**src/rtl/ads4129_delay_cal_if.sv**
```systemverilog
// Control/observation bundle between the ADS4129 LVDS receiver and its delay
// calibration controller. The slave side is the controller.
interface ads4129_delay_cal_if;
    logic        start;
    logic [11:0] test_pattern;
    logic [11:0] sample_0;
    logic [11:0] sample_1;
    logic [29:0] in_delay_tap_in;
    logic        io_reset;
    logic        in_delay_reset;
    logic [5:0]  in_delay_ce;
    logic [5:0]  in_delay_inc;
    logic        busy;
    logic        done;
    logic [5:0]  lane_fail;
    logic [29:0] final_tap;

    modport master (
        output start, test_pattern, sample_0, sample_1, in_delay_tap_in,
        input  io_reset, in_delay_reset, in_delay_ce, in_delay_inc,
               busy, done, lane_fail, final_tap
    );

    modport slave (
        input  start, test_pattern, sample_0, sample_1, in_delay_tap_in,
        output io_reset, in_delay_reset, in_delay_ce, in_delay_inc,
               busy, done, lane_fail, final_tap
    );
endinterface

```
**src/rtl/ads4129_delay_cal.sv**
```systemverilog
// Per-lane IDELAY sweep: scores every tap against a fixed ADC test pattern and
// parks each of the 6 lanes at the centre of its widest passing window.
module ads4129_delay_cal #(
    parameter int P_TAPS          = 32,
    parameter int P_SETTLE        = 16,
    parameter int P_COMPARE       = 64,
    parameter int P_MIN_EYE       = 4,
    parameter int P_IO_RST_CYCLES = 8
) (
    input  logic               clk,
    input  logic               rst_n,
    ads4129_delay_cal_if.slave bus
);
    localparam int NL = 6;
    localparam int TW = $clog2(P_TAPS);
    localparam int LW = $clog2(P_TAPS + 1);
    localparam int CW = 16;

    typedef enum logic [3:0] {
        S_IDLE, S_IO_RST, S_DLY_RST, S_SETTLE, S_COMPARE, S_SCORE, S_STEP,
        S_SEEK, S_SEEK_GAP, S_CHECK, S_NEXT_LANE, S_DONE
    } state_t;

    state_t          state_reg;
    logic [CW-1:0]   cnt_reg;
    logic [2:0]      lane_reg;
    logic [TW-1:0]   tap_reg;
    logic [TW-1:0]   target_reg;
    logic [TW-1:0]   cur_start_reg;
    logic [LW-1:0]   cur_len_reg;
    logic [TW-1:0]   best_start_reg;
    logic [LW-1:0]   best_len_reg;
    logic            sticky_reg;
    logic            err_reg;
    logic            io_reset_reg;
    logic            in_delay_reset_reg;
    logic [NL-1:0]   in_delay_ce_reg;
    logic [NL-1:0]   in_delay_inc_reg;
    logic            busy_reg;
    logic            done_reg;
    logic [NL-1:0]   lane_fail_reg;
    logic [NL*TW-1:0] final_tap_reg;

    logic [11:0]     diff;
    logic [NL-1:0]   lane_err;
    logic [TW-1:0]   tap_rb [NL];

    assign diff = (bus.sample_0 ^ bus.test_pattern) | (bus.sample_1 ^ bus.test_pattern);

    generate
        for (genvar gi = 0; gi < NL; gi++) begin : g_lane
            assign lane_err[gi] = |diff[2*gi +: 2];
            assign tap_rb[gi]   = bus.in_delay_tap_in[TW*gi +: TW];
        end
    endgenerate

    // The error seen on the last compare cycle lands in err_reg during SCORE.
    logic            pass;
    logic [LW-1:0]   run_len;
    logic [TW-1:0]   run_start;
    logic            eye_ok;
    logic [TW-1:0]   half_len;
    logic [TW-1:0]   target_calc;

    assign pass        = !(sticky_reg | err_reg);
    assign run_len     = pass ? cur_len_reg + LW'(1) : '0;
    assign run_start   = (cur_len_reg == '0) ? tap_reg : cur_start_reg;
    assign eye_ok      = best_len_reg >= LW'(P_MIN_EYE);
    assign half_len    = TW'((best_len_reg - LW'(1)) >> 1);
    assign target_calc = eye_ok ? best_start_reg + half_len : TW'(P_TAPS/2 - 1);

    always_ff @(posedge clk or negedge rst_n) begin
        if (!rst_n) begin
            state_reg          <= S_IDLE;
            cnt_reg            <= '0;
            lane_reg           <= '0;
            tap_reg            <= '0;
            target_reg         <= '0;
            cur_start_reg      <= '0;
            cur_len_reg        <= '0;
            best_start_reg     <= '0;
            best_len_reg       <= '0;
            sticky_reg         <= 1'b0;
            err_reg            <= 1'b0;
            io_reset_reg       <= 1'b0;
            in_delay_reset_reg <= 1'b0;
            in_delay_ce_reg    <= '0;
            in_delay_inc_reg   <= '0;
            busy_reg           <= 1'b0;
            done_reg           <= 1'b0;
            lane_fail_reg      <= '0;
            final_tap_reg      <= '0;
        end else begin
            err_reg            <= lane_err[lane_reg];
            in_delay_ce_reg    <= '0;
            in_delay_inc_reg   <= '0;
            in_delay_reset_reg <= 1'b0;
            done_reg           <= 1'b0;
            case (state_reg)
                S_IDLE: if (bus.start) begin
                    busy_reg      <= 1'b1;
                    io_reset_reg  <= 1'b1;
                    lane_fail_reg <= '0;
                    final_tap_reg <= '0;
                    cnt_reg       <= CW'(P_IO_RST_CYCLES - 1);
                    state_reg     <= S_IO_RST;
                end
                S_IO_RST: if (cnt_reg == '0) begin
                    io_reset_reg       <= 1'b0;
                    in_delay_reset_reg <= 1'b1;
                    state_reg          <= S_DLY_RST;
                end else cnt_reg <= cnt_reg - CW'(1);
                S_DLY_RST: begin
                    lane_reg       <= '0;
                    tap_reg        <= '0;
                    cur_start_reg  <= '0;
                    cur_len_reg    <= '0;
                    best_start_reg <= '0;
                    best_len_reg   <= '0;
                    cnt_reg        <= CW'(P_SETTLE - 1);
                    state_reg      <= S_SETTLE;
                end
                S_SETTLE: if (cnt_reg == '0) begin
                    sticky_reg <= 1'b0;
                    cnt_reg    <= CW'(P_COMPARE - 1);
                    state_reg  <= S_COMPARE;
                end else cnt_reg <= cnt_reg - CW'(1);
                S_COMPARE: begin
                    // err_reg on the first compare cycle still reflects settle time.
                    if (cnt_reg != CW'(P_COMPARE - 1)) sticky_reg <= sticky_reg | err_reg;
                    if (cnt_reg == '0) state_reg <= S_SCORE;
                    else cnt_reg <= cnt_reg - CW'(1);
                end
                S_SCORE: begin
                    cur_len_reg <= run_len;
                    if (pass && cur_len_reg == '0) cur_start_reg <= tap_reg;
                    if (run_len > best_len_reg) begin
                        best_len_reg   <= run_len;
                        best_start_reg <= run_start;
                    end
                    state_reg <= S_STEP;
                end
                S_STEP: if (tap_reg < TW'(P_TAPS - 1)) begin
                    in_delay_ce_reg[lane_reg]  <= 1'b1;
                    in_delay_inc_reg[lane_reg] <= 1'b1;
                    tap_reg   <= tap_reg + TW'(1);
                    cnt_reg   <= CW'(P_SETTLE - 1);
                    state_reg <= S_SETTLE;
                end else begin
                    target_reg <= target_calc;
                    if (!eye_ok) lane_fail_reg[lane_reg] <= 1'b1;
                    state_reg <= S_SEEK;
                end
                S_SEEK: if (tap_reg > target_reg) begin
                    in_delay_ce_reg[lane_reg] <= 1'b1;
                    tap_reg   <= tap_reg - TW'(1);
                    cnt_reg   <= CW'(1);
                    state_reg <= S_SEEK_GAP;
                end else begin
                    cnt_reg   <= CW'(P_SETTLE - 1);
                    state_reg <= S_CHECK;
                end
                S_SEEK_GAP: if (cnt_reg == '0) state_reg <= S_SEEK;
                            else cnt_reg <= cnt_reg - CW'(1);
                S_CHECK: if (cnt_reg == '0) begin
                    if (tap_rb[lane_reg] != target_reg) lane_fail_reg[lane_reg] <= 1'b1;
                    final_tap_reg[lane_reg*TW +: TW] <= target_reg;
                    state_reg <= S_NEXT_LANE;
                end else cnt_reg <= cnt_reg - CW'(1);
                S_NEXT_LANE: if (lane_reg < 3'(NL - 1)) begin
                    lane_reg       <= lane_reg + 3'd1;
                    tap_reg        <= '0;
                    cur_start_reg  <= '0;
                    cur_len_reg    <= '0;
                    best_start_reg <= '0;
                    best_len_reg   <= '0;
                    cnt_reg        <= CW'(P_SETTLE - 1);
                    state_reg      <= S_SETTLE;
                end else begin
                    done_reg  <= 1'b1;
                    busy_reg  <= 1'b0;
                    state_reg <= S_DONE;
                end
                S_DONE:  state_reg <= S_IDLE;
                default: state_reg <= S_IDLE;
            endcase
        end
    end

    assign bus.io_reset       = io_reset_reg;
    assign bus.in_delay_reset = in_delay_reset_reg;
    assign bus.in_delay_ce    = in_delay_ce_reg;
    assign bus.in_delay_inc   = in_delay_inc_reg;
    assign bus.busy           = busy_reg;
    assign bus.done           = done_reg;
    assign bus.lane_fail      = lane_fail_reg;
    assign bus.final_tap      = final_tap_reg;
endmodule

```
**src/flat_wrapper.sv**
```systemverilog
// flat-port wrapper written by rule: the top's interface ports become plain ports
module ads4129_delay_cal_flat 
#(
    parameter int P_TAPS          = 32,
    parameter int P_SETTLE        = 16,
    parameter int P_COMPARE       = 64,
    parameter int P_MIN_EYE       = 4,
    parameter int P_IO_RST_CYCLES = 8
)
  (clk, rst_n, bus_start, bus_test_pattern, bus_sample_0, bus_sample_1, bus_in_delay_tap_in, bus_io_reset, bus_in_delay_reset, bus_in_delay_ce, bus_in_delay_inc, bus_busy, bus_done, bus_lane_fail, bus_final_tap);
  ads4129_delay_cal_if bus_i ();
  input  logic clk;
  input  logic rst_n;
  input wire logic [$bits(bus_i.start)-1:0] bus_start;
  input wire logic [$bits(bus_i.test_pattern)-1:0] bus_test_pattern;
  input wire logic [$bits(bus_i.sample_0)-1:0] bus_sample_0;
  input wire logic [$bits(bus_i.sample_1)-1:0] bus_sample_1;
  input wire logic [$bits(bus_i.in_delay_tap_in)-1:0] bus_in_delay_tap_in;
  output wire logic [$bits(bus_i.io_reset)-1:0] bus_io_reset;
  output wire logic [$bits(bus_i.in_delay_reset)-1:0] bus_in_delay_reset;
  output wire logic [$bits(bus_i.in_delay_ce)-1:0] bus_in_delay_ce;
  output wire logic [$bits(bus_i.in_delay_inc)-1:0] bus_in_delay_inc;
  output wire logic [$bits(bus_i.busy)-1:0] bus_busy;
  output wire logic [$bits(bus_i.done)-1:0] bus_done;
  output wire logic [$bits(bus_i.lane_fail)-1:0] bus_lane_fail;
  output wire logic [$bits(bus_i.final_tap)-1:0] bus_final_tap;
  assign bus_i.start = bus_start;
  assign bus_i.test_pattern = bus_test_pattern;
  assign bus_i.sample_0 = bus_sample_0;
  assign bus_i.sample_1 = bus_sample_1;
  assign bus_i.in_delay_tap_in = bus_in_delay_tap_in;
  assign bus_io_reset = bus_i.io_reset;
  assign bus_in_delay_reset = bus_i.in_delay_reset;
  assign bus_in_delay_ce = bus_i.in_delay_ce;
  assign bus_in_delay_inc = bus_i.in_delay_inc;
  assign bus_busy = bus_i.busy;
  assign bus_done = bus_i.done;
  assign bus_lane_fail = bus_i.lane_fail;
  assign bus_final_tap = bus_i.final_tap;
  ads4129_delay_cal #(.P_TAPS(P_TAPS), .P_SETTLE(P_SETTLE), .P_COMPARE(P_COMPARE), .P_MIN_EYE(P_MIN_EYE), .P_IO_RST_CYCLES(P_IO_RST_CYCLES)) u_core (.clk(clk), .rst_n(rst_n), .bus(bus_i));
endmodule
```
**config.mk**
```make
export PLATFORM = sky130hd
export DESIGN_NAME = ads4129_delay_cal_flat
export DESIGN_NICKNAME = d
export VERILOG_FILES = /design/src/rtl/ads4129_delay_cal_if.sv /design/src/rtl/ads4129_delay_cal.sv /design/src/flat_wrapper.sv
export SDC_FILE = /design/constraint.sdc
export NUM_CORES = 1
export LEC_CHECK = 0
export ABC_CLOCK_PERIOD_IN_PS = 3300
export CELL_PAD_IN_SITES_DETAIL_PLACEMENT = 1
export CELL_PAD_IN_SITES_GLOBAL_PLACEMENT = 1
export CORE_MARGIN = 3
export CORE_UTILIZATION = 40
export CTS_CLUSTER_DIAMETER = 40
export DETAILED_ROUTE_END_ITERATION = 16
export GPL_TIMING_DRIVEN = 0
export PLACE_DENSITY_LB_ADDON = 0.15
export SYNTH_ARGS = -nofsm -noshare
export SYNTH_HDL_FRONTEND = slang
export SYNTH_SLANG_ARGS = --single-unit
```
**constraint.sdc**
```tcl
create_clock -name clk -period 3.3 [get_ports clk]
set_input_delay 0.66 -clock clk [delete_from_list [all_inputs] [get_ports clk]]
set_output_delay 0.66 -clock clk [all_outputs]
set_load 0.03 [all_outputs]
```
* Yosys cells after proc, flatten, opt, wreduce, memory -nomap -nowiden
Cells that the tools add are included.
** Operators by class
- Shift-type cells :: 2
- Multipliers :: 1
- Mux-type cells :: 66
- $lt $le $gt $ge :: 8
- Reductions and logical operators :: 35
- Eq/ne operators :: 29
- $add $sub $neg :: 8
- Bitwise gates (word level) :: 7
** Operators with widths (count)
- case mux 16 bit (7 select lines) :: 1
- 2-to-1 mux 16 bit :: 5
- 2-to-1 mux 6 bit :: 11
- 2-to-1 mux 30 bit :: 2
- case mux 30 bit (2 select lines) :: 1
- case mux 6 bit (3 select lines) :: 3
- 2-to-1 mux 5 bit :: 9
- case mux 4 bit (11 select lines) :: 1
- negator 6 -> 34 bit :: 1
- variable shift 5 x 34 -> 30 bit (first input constant) :: 1
- variable part select 5 x 34 -> 30 bit :: 1
- 2-to-1 mux 4 bit :: 8
- bitwise mux 30 bit :: 1
- case mux 5 bit (3 select lines) :: 2
- inequality test 2 x 1 -> 1 bit (second input constant) :: 12
- bitwise XOR 12 bit :: 2
- case mux 5 bit (4 select lines) :: 1
- AND reduction 3 bit :: 6
- == test 4 x 3 -> 1 bit (second input constant) :: 4
- logical NOT 16 bit :: 1
- inequality test 16 x 6 -> 1 bit (second input constant) :: 1
- subtractor 16 x 1 -> 16 bit (second input constant) :: 1
- binary-select mux 5 bit (select 3 bit) :: 1
- == test 4 bit (second input constant) :: 3
- 45 further kinds :: 77
** Storage, ports and cells
- Input bits :: 69
- Output and inout port bits :: 52
- Register bits after elaboration :: 109

* Longest topological paths before layout
Gate-level depths: netlist (run 1).
- Depth after elaboration :: 8
- Depth in mapped cells :: 11

* Least setup slack after synthesis (run 1)
Ideal clock, no wire load.
- Kind :: reg-to-reg
- Start :: reg u_core.cur_len_reg[0]
- End :: reg u_core.best_start_reg[1]
- Stages on the path, launching flop included :: 12
- Setup slack :: 0.706 ns
- Required time :: 3.175 ns
- Period minus slack after synthesis :: 2.594 ns
- Data arrival time :: 2.469 ns
- Cells stage by stage :: dfrtp_1 -> and3_1 -> xnor2_1 -> nor2_1 -> ha_1 -> a21o_1 -> a21o_1 -> a221oi_1 -> a31oi_1 -> o21bai_1 -> buf_2 -> mux2_2
** Between the ends
- Cells in the longest elaborated chain, start to end :: 5
- Elaborated cells between the ends (all ways) :: 9
- Those cells by class :: add/sub: 1; order compare: 1; eq/ne: 1; mux: 4; reduce/logical: 2
** Ends and longest elaborated chain
- start, declared :: line ads4129_delay_cal.sv:30 : logic [LW-1:0] cur_len_reg;
- start signal, assigned :: line ads4129_delay_cal.sv:135 : cur_len_reg <= run_len;
- adder 6 x 1 -> 6 bit :: line ads4129_delay_cal.sv:66 : assign run_len = pass ? cur_len_reg + LW'(1) : '0;
- 2-to-1 mux 6 bit :: line ads4129_delay_cal.sv:66
- > comparator 6 bit :: line ads4129_delay_cal.sv:137 : if (run_len > best_len_reg) begin
- inequality test 2 x 1 -> 1 bit (no line)
- AND reduction 3 bit (no line)
- end signal, assigned :: line ads4129_delay_cal.sv:139 : best_start_reg <= run_start;
- end, declared :: line ads4129_delay_cal.sv:31 : logic [TW-1:0] best_start_reg;
Several ways; a longest one is shown, not always the timed one. The select of a mux whose other input is x is not followed.
A chain may end at the register's enable or synchronous reset.

* Final worst setup path (run 1)
- Start :: reg u_core.state_reg[3]
- End :: reg u_core.lane_fail_reg[2] (netlist: u_core.bus.lane_fail[2])
** Between the ends
- Cells in the longest elaborated chain, start to end :: 3
- Elaborated cells between the ends (all ways) :: 11
- Those cells by class :: eq/ne: 7; mux: 1; reduce/logical: 3
** Ends and longest elaborated chain
- start, declared :: line ads4129_delay_cal.sv:24 : state_t state_reg;
- start signal, assigned :: line ads4129_delay_cal.sv:74 : state_reg <= S_IDLE;
- start signal, assigned :: line ads4129_delay_cal.sv:106 : state_reg <= S_IO_RST;
- start signal, assigned :: line ads4129_delay_cal.sv:111 : state_reg <= S_DLY_RST;
- == test 4 bit, or another cell as far along :: line ads4129_delay_cal.sv:99 : case (state_reg)
- inequality test 2 x 1 -> 1 bit (no line), or another cell as far along
- AND reduction 6 bit (no line)
- end signal, assigned :: line ads4129_delay_cal.sv:91 : lane_fail_reg <= '0;
- end signal, assigned :: line ads4129_delay_cal.sv:103 : lane_fail_reg <= '0;
- end signal, assigned by index :: line ads4129_delay_cal.sv:151 : if (!eye_ok) lane_fail_reg[lane_reg] <= 1'b1;
- end, declared :: line ads4129_delay_cal.sv:41 : logic [NL-1:0] lane_fail_reg;
Several ways; a longest one is shown, not always the timed one.

==> flow_summary_export.csv, run 1 <==
group,metric,value,unit
global_routing,grt_pass1_vias,5924,
synthesis,ys_seq_elements,109,
synthesis,yosysSeqAreaShare,43.3,%
floorplan,start_util,41.1,%
cells_and_area,final_cell_mix,"119 x clkdlybuf4s50_1, 109 x dfrtp_1, 67 x nor2_1",
synthesis,yosysWarnings,0,
pwr,power.internal,2.03,mW
cells_and_area,final_layout_size_suffix_gt1_share,7.48,%
floorplan,die_y,131,um
sta,slew_viol_final,0,
cells_and_area,final_nets,884,
route,drt_iter0_markers,260,
global_routing,antenna_found_initial,0,
global_routing,top_usage_layer,"met2",
clocking,h-tree-depth,3,
pwr,power.density,321,nW/um2
global_routing,grt_use_total,22.5,%
global_routing,use_met1,27.9,%
status,status,"completed",
pwr,p_seq_share,51.6,%
synthesis,syn-num-nets,752,
sta,final.min_clock_period,3110,ps
worst_setup_path,required,3490,ps
sta,hold_violations,0,
route,drc,0,
route,wire_per_inst,19.5,um
global_routing,grt_max_degree,72,
sta,timing.fmax,0.322,GHz
clocking,root_buffer,"clkbuf_16",
synthesis,syn-cell-area,6300,um2
floorplan,die_width,131,um
cells_and_area,syn_to_final_growth,28.2,%
clocking,cts_tree,"yes",
global_routing,use_met3,3.94,%
pwr,pwr-share-clk,42.9,%
sta,rsz0062_at_grt,"no",
clocking,cts_hold_buf,0,
cells_and_area,n_antenna_cell,0,
worst_setup_path,rr_worst_depth,7,
sta,holdWs,433,ps
placement,dp_hpwl,14.9,mm
worst_setup_path,worstSetupPathType,"reg2reg",
worst_setup_path,r2r-end,"u_core.bus.lane_fail[2]",
pwr,leakagePower,3.57,nW
route,vias,5600,
global_routing,grt-ovfl-total,0,
sta,period_share,94.2,%
synthesis,ys.flop_type,"dfrtp_1",
cells_and_area,largest_reg_flops,30,
pwr,ir_drop,0.212,mV
run,max_cap_viol_count,0,
placement,placedCellCount,985,
floorplan,core_area,15300,um2
placement,port_buffers,120,
global_routing,grt_pass1_wl,31.5,mm
clocking,clkTransAtPathRegs,70,ps
pwr,p_sw,562,uW
route,drt-pass1-iter-count,4,
clocking,cts_resized,0,
worst_setup_path,endpoint_kind,"flop",
clocking,cts_buffers,9,
sta,worst_pin_slew,1290,ps
sta,finalSetupTns,0,ps
worst_setup_path,regToRegStartpoint,"u_core.state_reg[3]",
clocking,post_cts_buffers,0,
sta,timing.clock.skew,7.64,ps
synthesis,synthCells,653,
clocking,clock_path_buffers,2,
sta,timing.slew.headroom,13.3,%
worst_setup_path,critPathMaxFanout,10,
floorplan,rows,45,
synthesis,synth.avg_cell_area,9.65,um2
cells_and_area,final_common_cell,"clkdlybuf4s50_1",
sta,setup_viol,0,
worst_setup_path,start_kind,"flop",
synthesis,synth-edff-count,0,
pwr,power_frac_comb,5.6,%
route,drtAntennaViolNets,0,
route,routed_wl,19.5,mm
placement,place_congestion,0.891,
worst_setup_path,worst_ep_arrival_time,3300,ps
cells_and_area,fin_cells,1000,
clocking,numClockSinks,109,
global_routing,met2_usage,39.7,%
pwr,netSwitchingFraction,21.7,%
clocking,clk_latency,360,ps
synthesis,ys_types,63,
synthesis,synthArstFlopShare,100,%
floorplan,die_area,17300,um2
worst_setup_path,regToRegSetupSlack,190,ps
floorplan,io_pins,121,
min_path,hold_class,"in2async",
route,viasPerCell,5.60,
## worst max-delay path: stages (launching register included)
cell and delay [ps]:
dfrtp_1 320, clkbuf_1 360, buf_2 300, nand3_1 330, nor2_1 240, mux2i_1 110
nor4_1 1090, o31ai_1 180
## cells in the mapped netlist (2+ instances only)
master    number  area (um2)
a22o_1        37         324
nand3_1       31         155
or2_2          5        31.3
o22ai_1        8        50.1
buf_2         11        55.1
o21ai_0       37         185
and4_1         2        17.5
a21o_1        10        75.1
nor4b_1        3        26.3
nor3_4         4        65.1
clkbuf_1      12        45.0
mux2_2         9         101
nand4_1        3        18.8
o221ai_1       3        26.3
and3_1        10        62.6
nor3_2         2        20.0
nor4_1         9        56.3
o21bai_1       2        15.0
or4_1          3        22.5
a22oi_1        7        52.6
buf_1          3        11.3
a31oi_1        7        43.8
a21oi_1       17        85.1
or3_1         10        62.6
nor3_1        18        90.1
nand2_1       49         184
xor2_1         8        70.1
ha_1          28         350
o31ai_1       12        90.1
mux2i_1       15         150
nand2b_1      10        62.6
nor2b_1        4        25.0
o21a_1         7        52.6
a221oi_1       2        17.5
and2_1         3        18.8
xnor2_1       25         219
fa_1           2        40.0
dfrtp_1      109        2730
nor2_2         3        18.8
inv_1         23        86.3
nor2_1        67         251
a32o_1         2        20.0
## layer usage
metal / share of wire [%] / vias to the layer above
li1: - / 2639
met1: 44 / 2797
met2: 50 / 142
met3: 4.5 / 22
met4: 1.9 / 0
met5: 0 / -
## final cells by class
type,instances,area [um2]
Multi-Input combinational cell,494,3370
Clock buffer,11,243
Sequential cell,109,2730
Fill cell,1730,7240
Inverter,23,86.3
Timing Repair Buffer,121,1220
Buffer,27,119
Clock inverter,4,48.8
Tap cell,211,264
## power groups by stage
| stage | Clock, mW | Sequential, mW | Combinational, mW |
|---|---|---|---|
| after floorplan | 0 | 1.36 | 0.0233 |
| after global placement | 0 | 1.36 | 0.138 |
| after detailed placement | 0 | 1.36 | 0.145 |
| after CTS | 1.13 | 1.34 | 0.147 |
| after global routing | 1.18 | 1.34 | 0.158 |
| final | 1.11 | 1.34 | 0.144 |
## kinds of logic (layout without fill, tap and decap cells)
kind of cell | count (synthesis) | after routing | share of synthesized area (%)
AOI/OAI and AO/OA | 158 | 158 | 17.4
xor gates and xnor gates | 33 | 33 | 4.59
adders and majority gates | 30 | 30 | 6.20
buffers and inverters | 50 | 186 | 3.26
DFF | 109 | 109 | 43.3
muxes | 25 | 25 | 4.35
and+or+nand+nor | 248 | 248 | 20.9
## how the worst max path moves through the flow
stage	from	to	slack [ps]	depth (start not counted)
2_1_floorplan	u_core.cur_len_reg[0]	u_core.best_start_reg[1]	710	11
3_3_place_gp	rst_n	u_core.cnt_reg[11]	-2570	1
3_5_place_dp	bus_in_delay_tap_in[7]	u_core.bus.lane_fail[2]	50	7
4_1_cts	u_core.target_reg[4]	u_core.bus.in_delay_ce[1]	160	9
5_1_grt	u_core.target_reg[4]	u_core.bus.in_delay_ce[0]	3	9
6_report	u_core.state_reg[3]	u_core.bus.lane_fail[2]	190	7
## through the flow
step	util [%]	worst slack (ps)	power, mW	cell area, um2
final	52.7	191	2.59	8070
after global routing	52.7	3.36	2.68	8070
after CTS	52.7	163	2.61	8070
after detailed placement	50.8	46.4	1.51	7780
after global placement	50.7	-2570	1.50	7760
after floorplan	-	706	1.39	6300
Power figures use the tool's default switching activity.
==> inputs of run 2 (changes only) <==
--- a/config.mk
+++ b/config.mk
@@ -14,6 +14,7 @@
 export DETAILED_ROUTE_END_ITERATION = 16
 export GPL_TIMING_DRIVEN = 0
 export PLACE_DENSITY_LB_ADDON = 0.15
+export SLEW_MARGIN = 20
 export SYNTH_ARGS = -nofsm -noshare
 export SYNTH_HDL_FRONTEND = slang
 export SYNTH_SLANG_ARGS = --single-unit
==> run 2 against run 1 <==
  * Non-clock buffer count unchanged
  * Worst setup slack better by 38 ps
  * Die area unchanged
  * Largest cell class unchanged
  * Largest power group unchanged
  * Highest routed layer unchanged
==> flow_summary_export.csv, run 2 (synthesis gave the netlist of run 1 again) <==
group,metric,value,unit
placement,dp_hpwl,14.9,mm
cells_and_area,fillers,1731,
global_routing,grt_pass1_wl,31.4,mm
global_routing,top_usage_layer,"met2",
pwr,power,2.68,mW
global_routing,antenna_found_initial,0,
floorplan,start_util,41.1,%
global_routing,met2_usage,39.1,%
pwr,ir_drop,0.223,mV
worst_setup_path,regToRegStartpoint,"u_core.err_reg",
status,status,"completed",
cells_and_area,syn_to_final_growth,29.2,%
clocking,clock_path_buffers,2,
cells_and_area,stdcell_area,8140,um2
min_path,hold_class,"in2async",
clocking,cts_hold_buf,0,
route,routed_wl,19.3,mm
sta,period_share,93.1,%
clocking,h-tree-depth,3,
sta,timing.fmax,0.326,GHz
pwr,leakagePower,3.58,nW
run,max_cap_viol_count,0,
route,drc,0,
placement,port_buffers,120,
cells_and_area,multi_input_area,3390,um2
global_routing,grt-ovfl-total,0,
cells_and_area,final_cell_mix,"119 x clkdlybuf4s50_1, 109 x dfrtp_1, 66 x nor2_1",
sta,final.min_clock_period,3070,ps
floorplan,core_area,15300,um2
clocking,cts_tree,"yes",
route,drt-pass1-iter-count,4,
sta,worst_pin_slew,886,ps
sta,setup_ws,229,ps
cells_and_area,largest_reg_flops,30,
worst_setup_path,worstSetupPathType,"reg2reg",
sta,timing.clock.skew,13.1,ps
placement,place_congestion,0.891,
placement,place_area,7800,um2
clocking,root_buffer,"clkbuf_16",
worst_setup_path,worst_ep_arrival_time,3310,ps
route,wire_per_inst,19.3,um
floorplan,die_width,131,um
worst_setup_path,critPathMaxFanout,10,
cells_and_area,final_layout_size_suffix_gt1_share,8.11,%
route,drtAntennaViolNets,0,
floorplan,die_area,17300,um2
cells_and_area,final_nets,884,
floorplan,io_pins,121,
floorplan,die_y,131,um
global_routing,use_met1,27.9,%
worst_setup_path,start_kind,"flop",
sta,slew_viol_final,0,
sta,setup_viol,0,
sta,rsz0062_at_grt,"no",
cells_and_area,n_antenna_cell,0,
global_routing,grt_max_degree,74,
worst_setup_path,required,3540,ps
clocking,clkTransAtPathRegs,70,ps
route,vias,5641,
clocking,clk_latency,360,ps
cells_and_area,final_common_cell,"clkdlybuf4s50_1",
sta,hold_violations,0,
placement,pre_cts_slack,141,ps
global_routing,grt_use_total,22.4,%
sta,timing.slew.headroom,40.4,%
worst_setup_path,endpoint_kind,"flop",
global_routing,grt_pass1_vias,5937,
clocking,numClockSinks,109,
worst_setup_path,cp-startpoint,"u_core.err_reg",
clocking,cts_buffers,9,
route,drt_iter0_markers,217,
pwr,power.density,329,nW/um2
floorplan,rows,45,
global_routing,use_met3,4.25,%
worst_setup_path,regToRegSetupSlack,230,ps
cells_and_area,seq_area,2730,um2
route,viasPerCell,5.64,
run 2: changes by cell type in the layout (fill, tap and decap cells not counted), sizes merged:
cell      delta
clkbuf       -1
inv          +1
clkinvlp     +2
clkinv       -3
bufinv       +1
run 2: critical path, cell delays in order, from the launching register on:
cell and delay, ps:
dfrtp_1 450, or2_0 350, nor2_1 310, ha_1 310
a21o_1 160, a21o_1 170, a221oi_1 280, a31oi_1 100
o21bai_1 180, buf_2 270, mux2_2 370
run 2: cell type report:
| cell class | instances | share of cell area, % |
|---|---|---|
| inverter | 23 | 1.06 |
| buffer | 27 | 1.46 |
| clock buffer | 10 | 2.94 |
| timing repair buffer | 121 | 15.1 |
| clock inverter | 5 | 1.03 |
| multi-input combinational | 494 | 41.6 |
| tap | 211 | 3.24 |
| sequential | 109 | 33.5 |
run 2: layer usage:
| metal | up-vias | wire [um] |
|---|---|---|
| met5 | - | 0 |
| li1 | 2637 | - |
| met1 | 2840 | 8430 |
| met2 | 141 | 9700 |
| met3 | 23 | 861 |
| met4 | 0 | 344 |
run 2: through the flow:
stage               cells  util [%]  hold WS [ps]  setup TNS (ps)
CTS                  1000      53.1           191               0
global route         1000      53.1           203               0
finish               1000      53.1           193               0
floorplan             653         -           364               0
detailed placement    985      51.0           473               0
global placement      984      50.7           460         -279120
run 2: path summary, 6_finish.rpt:
| path | to | depth (start not counted) |
|---|---|---|
| setup / recovery | u_core.best_start_reg[3] | 10 |
| hold / removal | u_core.bus.final_tap[27] | 1 |
| setup reg to reg | u_core.best_start_reg[3] | 10 |
| hold reg to reg | u_core.bus.lane_fail[5] | 2 |
| max in group asynchronous | u_core.cnt_reg[4] | 2 |
| min in group clk | u_core.bus.lane_fail[5] | 2 |
run 2: power breakdown:
group          total, mW  internal, mW  switching [mW]
Sequential          1.34          1.33        0.000650
Clock               1.20         0.685           0.511
Combinational      0.146        0.0894          0.0564
run 2: what timing repair did:
| action | in CTS | in global routing |
|---|---|---|
| gates resized for setup | 0 | 1 |
| setup buffers | 0 | 0 |
| setup endpoints to repair | 0 | 7 |
==> inputs of run 3 (changes only) <==
--- a/config.mk
+++ b/config.mk
@@ -8,6 +8,7 @@
 export ABC_CLOCK_PERIOD_IN_PS = 3300
 export CELL_PAD_IN_SITES_DETAIL_PLACEMENT = 1
 export CELL_PAD_IN_SITES_GLOBAL_PLACEMENT = 1
+export CORE_ASPECT_RATIO = 1.5
 export CORE_MARGIN = 3
 export CORE_UTILIZATION = 40
 export CTS_CLUSTER_DIAMETER = 40
==> run 3 against run 2 <==
  * Cell count decreased by 1.1%
  * Die area rose by 0.18%
  * Non-clock buffer count unchanged
  * Sequential power is essentially flat
  * Via count down 0.57%
  * Register-to-register slack got worse by 20 ps
  * Sequential share of layout area increased by 0.23 points
  * First-iteration DRC count down 6.0%
  * Final area down 0.68%
  * Combinational power barely moved
  * Routed wire length down 0.86%
  * Critical path type unchanged
==> flow_summary_export.csv, run 3 (synthesis gave the netlist of run 1 again) <==
group,metric,value,unit
clocking,cts_tree,"yes",
placement,place_congestion,0.865,
global_routing,grt_use_total,22.6,%
sta,setup_viol,0,
worst_setup_path,worst_ep_arrival_time,3330,ps
global_routing,top_usage_layer,"met2",
cells_and_area,final_cell_mix,"119 x clkdlybuf4s50_1, 109 x dfrtp_1, 66 x nor2_1",
sta,worst_pin_slew,832,ps
worst_setup_path,required,3540,ps
clocking,h-tree-depth,3,
worst_setup_path,r2r-end,"u_core.best_start_reg[2]",
pwr,pwr-share-clk,41.6,%
route,wire_per_inst,19.4,um
cells_and_area,final_nets,884,
worst_setup_path,worstSetupPathType,"reg2reg",
cells_and_area,largest_reg_flops,30,
floorplan,die_area,17300,um2
status,status,"completed",
clocking,cts_hold_buf,0,
worst_setup_path,endpoint_kind,"flop",
route,drt_iter0_markers,204,
run,max_cap_viol_count,0,
floorplan,die_y,160,um
route,drtAntennaViolNets,0,
floorplan,rows,55,
clocking,root_buffer,"clkbuf_16",
clocking,cts_buffers,9,
cells_and_area,n_antenna_cell,0,
global_routing,grt-ovfl-total,0,
sta,rsz0062_at_grt,"no",
global_routing,use_met3,3.23,%
clocking,post_cts_buffers,0,
placement,dp_hpwl,15.0,mm
pwr,netSwitchingFraction,22.6,%
global_routing,antenna_found_initial,0,
global_routing,grt_pass1_vias,6117,
worst_setup_path,critPathMaxFanout,10,
clocking,clkTransAtPathRegs,70,ps
worst_setup_path,regToRegSetupSlack,210,ps
global_routing,grt_max_degree,73,
sta,final.min_clock_period,3090,ps
pwr,power.internal,1.96,mW
route,viasPerCell,5.67,
pwr,power_frac_comb,5.7,%
floorplan,io_pins,121,
global_routing,met2_usage,42.5,%
sta,timing.slew.headroom,44.0,%
floorplan,core_area,15300,um2
sta,period_share,93.5,%
pwr,p_seq_share,52.7,%
pwr,p_sw,573,uW
clocking,clk_latency,350,ps
worst_setup_path,start_kind,"flop",
sta,timing.fmax,0.324,GHz
global_routing,grt_pass1_wl,31.2,mm
placement,port_buffers,120,
route,vias,5609,
cells_and_area,syn_to_final_growth,28.3,%
placement,place_area,7780,um2
worst_setup_path,cp-startpoint,"u_core.err_reg",
route,drc,0,
sta,hold_violations,0,
clocking,numClockSinks,109,
route,routed_wl,19.2,mm
clocking,cts_resized,0,
cells_and_area,final_layout_size_suffix_gt1_share,8.23,%
sta,timing.clock.skew,5.82,ps
global_routing,use_met1,25.5,%
min_path,hold_class,"in2async",
worst_setup_path,regToRegStartpoint,"u_core.err_reg",
pwr,power.density,314,nW/um2
cells_and_area,final_common_cell,"clkdlybuf4s50_1",
clocking,clock_path_buffers,2,
sta,slew_viol_final,0,
route,drt-pass1-iter-count,4,
worst_setup_path,rr_worst_depth,10,
pwr,ir_drop,0.189,mV
cells_and_area,stdcell_area,8080,um2
cells_and_area,final_util,52.9,%
pwr,leakagePower,3.57,nW
floorplan,start_util,41.2,%
floorplan,die_width,108,um
[run 3: per-layer routing]
metal | vias up | wire length [um]
li1 | 2645 | -
met5 | - | 0
met2 | 113 | 10600
met1 | 2831 | 7510
met3 | 20 | 738
met4 | 0 | 280
[run 3: power by group through the flow]
| stage | registers, mW | clock network, mW | logic, mW |
|---|---|---|---|
| 2_1_floorplan | 1.36 | 0 | 0.0233 |
| 3_3_place_gp | 1.36 | 0 | 0.137 |
| 3_5_place_dp | 1.36 | 0 | 0.146 |
| 4_1_cts | 1.34 | 1.08 | 0.148 |
| 5_1_grt | 1.34 | 1.14 | 0.159 |
| 6_report | 1.34 | 1.06 | 0.145 |
[run 3: final cells by class]
| class | count | area (um2) |
|---|---|---|
| sequential | 109 | 2730 |
| clock inverter | 6 | 43.8 |
| inverter | 23 | 86.3 |
| timing repair buffer | 121 | 1230 |
| clock buffer | 10 | 239 |
| tap | 199 | 249 |
| multi-input combinational | 494 | 3390 |
| fill | 1715 | 7200 |
| buffer | 27 | 119 |
[run 3: metrics by stage]
stage,instances,hold WS [ps],setup WS (ps),TNS [ps],total power [mW]
finish,989,204,213,0,2.54
detailed placement,973,470,99.6,0,1.51
global route,989,225,44.4,0,2.63
global placement,972,467,-2640,-286650,1.50
CTS,989,216,136,0,2.57
floorplan,653,364,706,0,1.39
[run 3: how the worst max path moves through the flow]
stage / endpoint / slack, ps / cells after the start
after global routing: u_core.tap_reg[4] / 40 / 11
after floorplan: u_core.best_start_reg[1] / 710 / 11
after CTS: u_core.tap_reg[0] / 140 / 9
after detailed placement: u_core.bus.lane_fail[0] / 100 / 6
after global placement: u_core.bus.final_tap[7] / -2640 / 1
final: u_core.best_start_reg[2] / 210 / 10
[run 3: worst max-delay path, cell delays in order (launching register included)]
cell	delay, ps
dfrtp_1	440
or2_0	340
nor2_1	330
ha_1	310
a21o_1	160
a21o_1	170
a221oi_1	290
a31oi_1	100
o21bai_1	190
buf_2	280
mux2_2	370
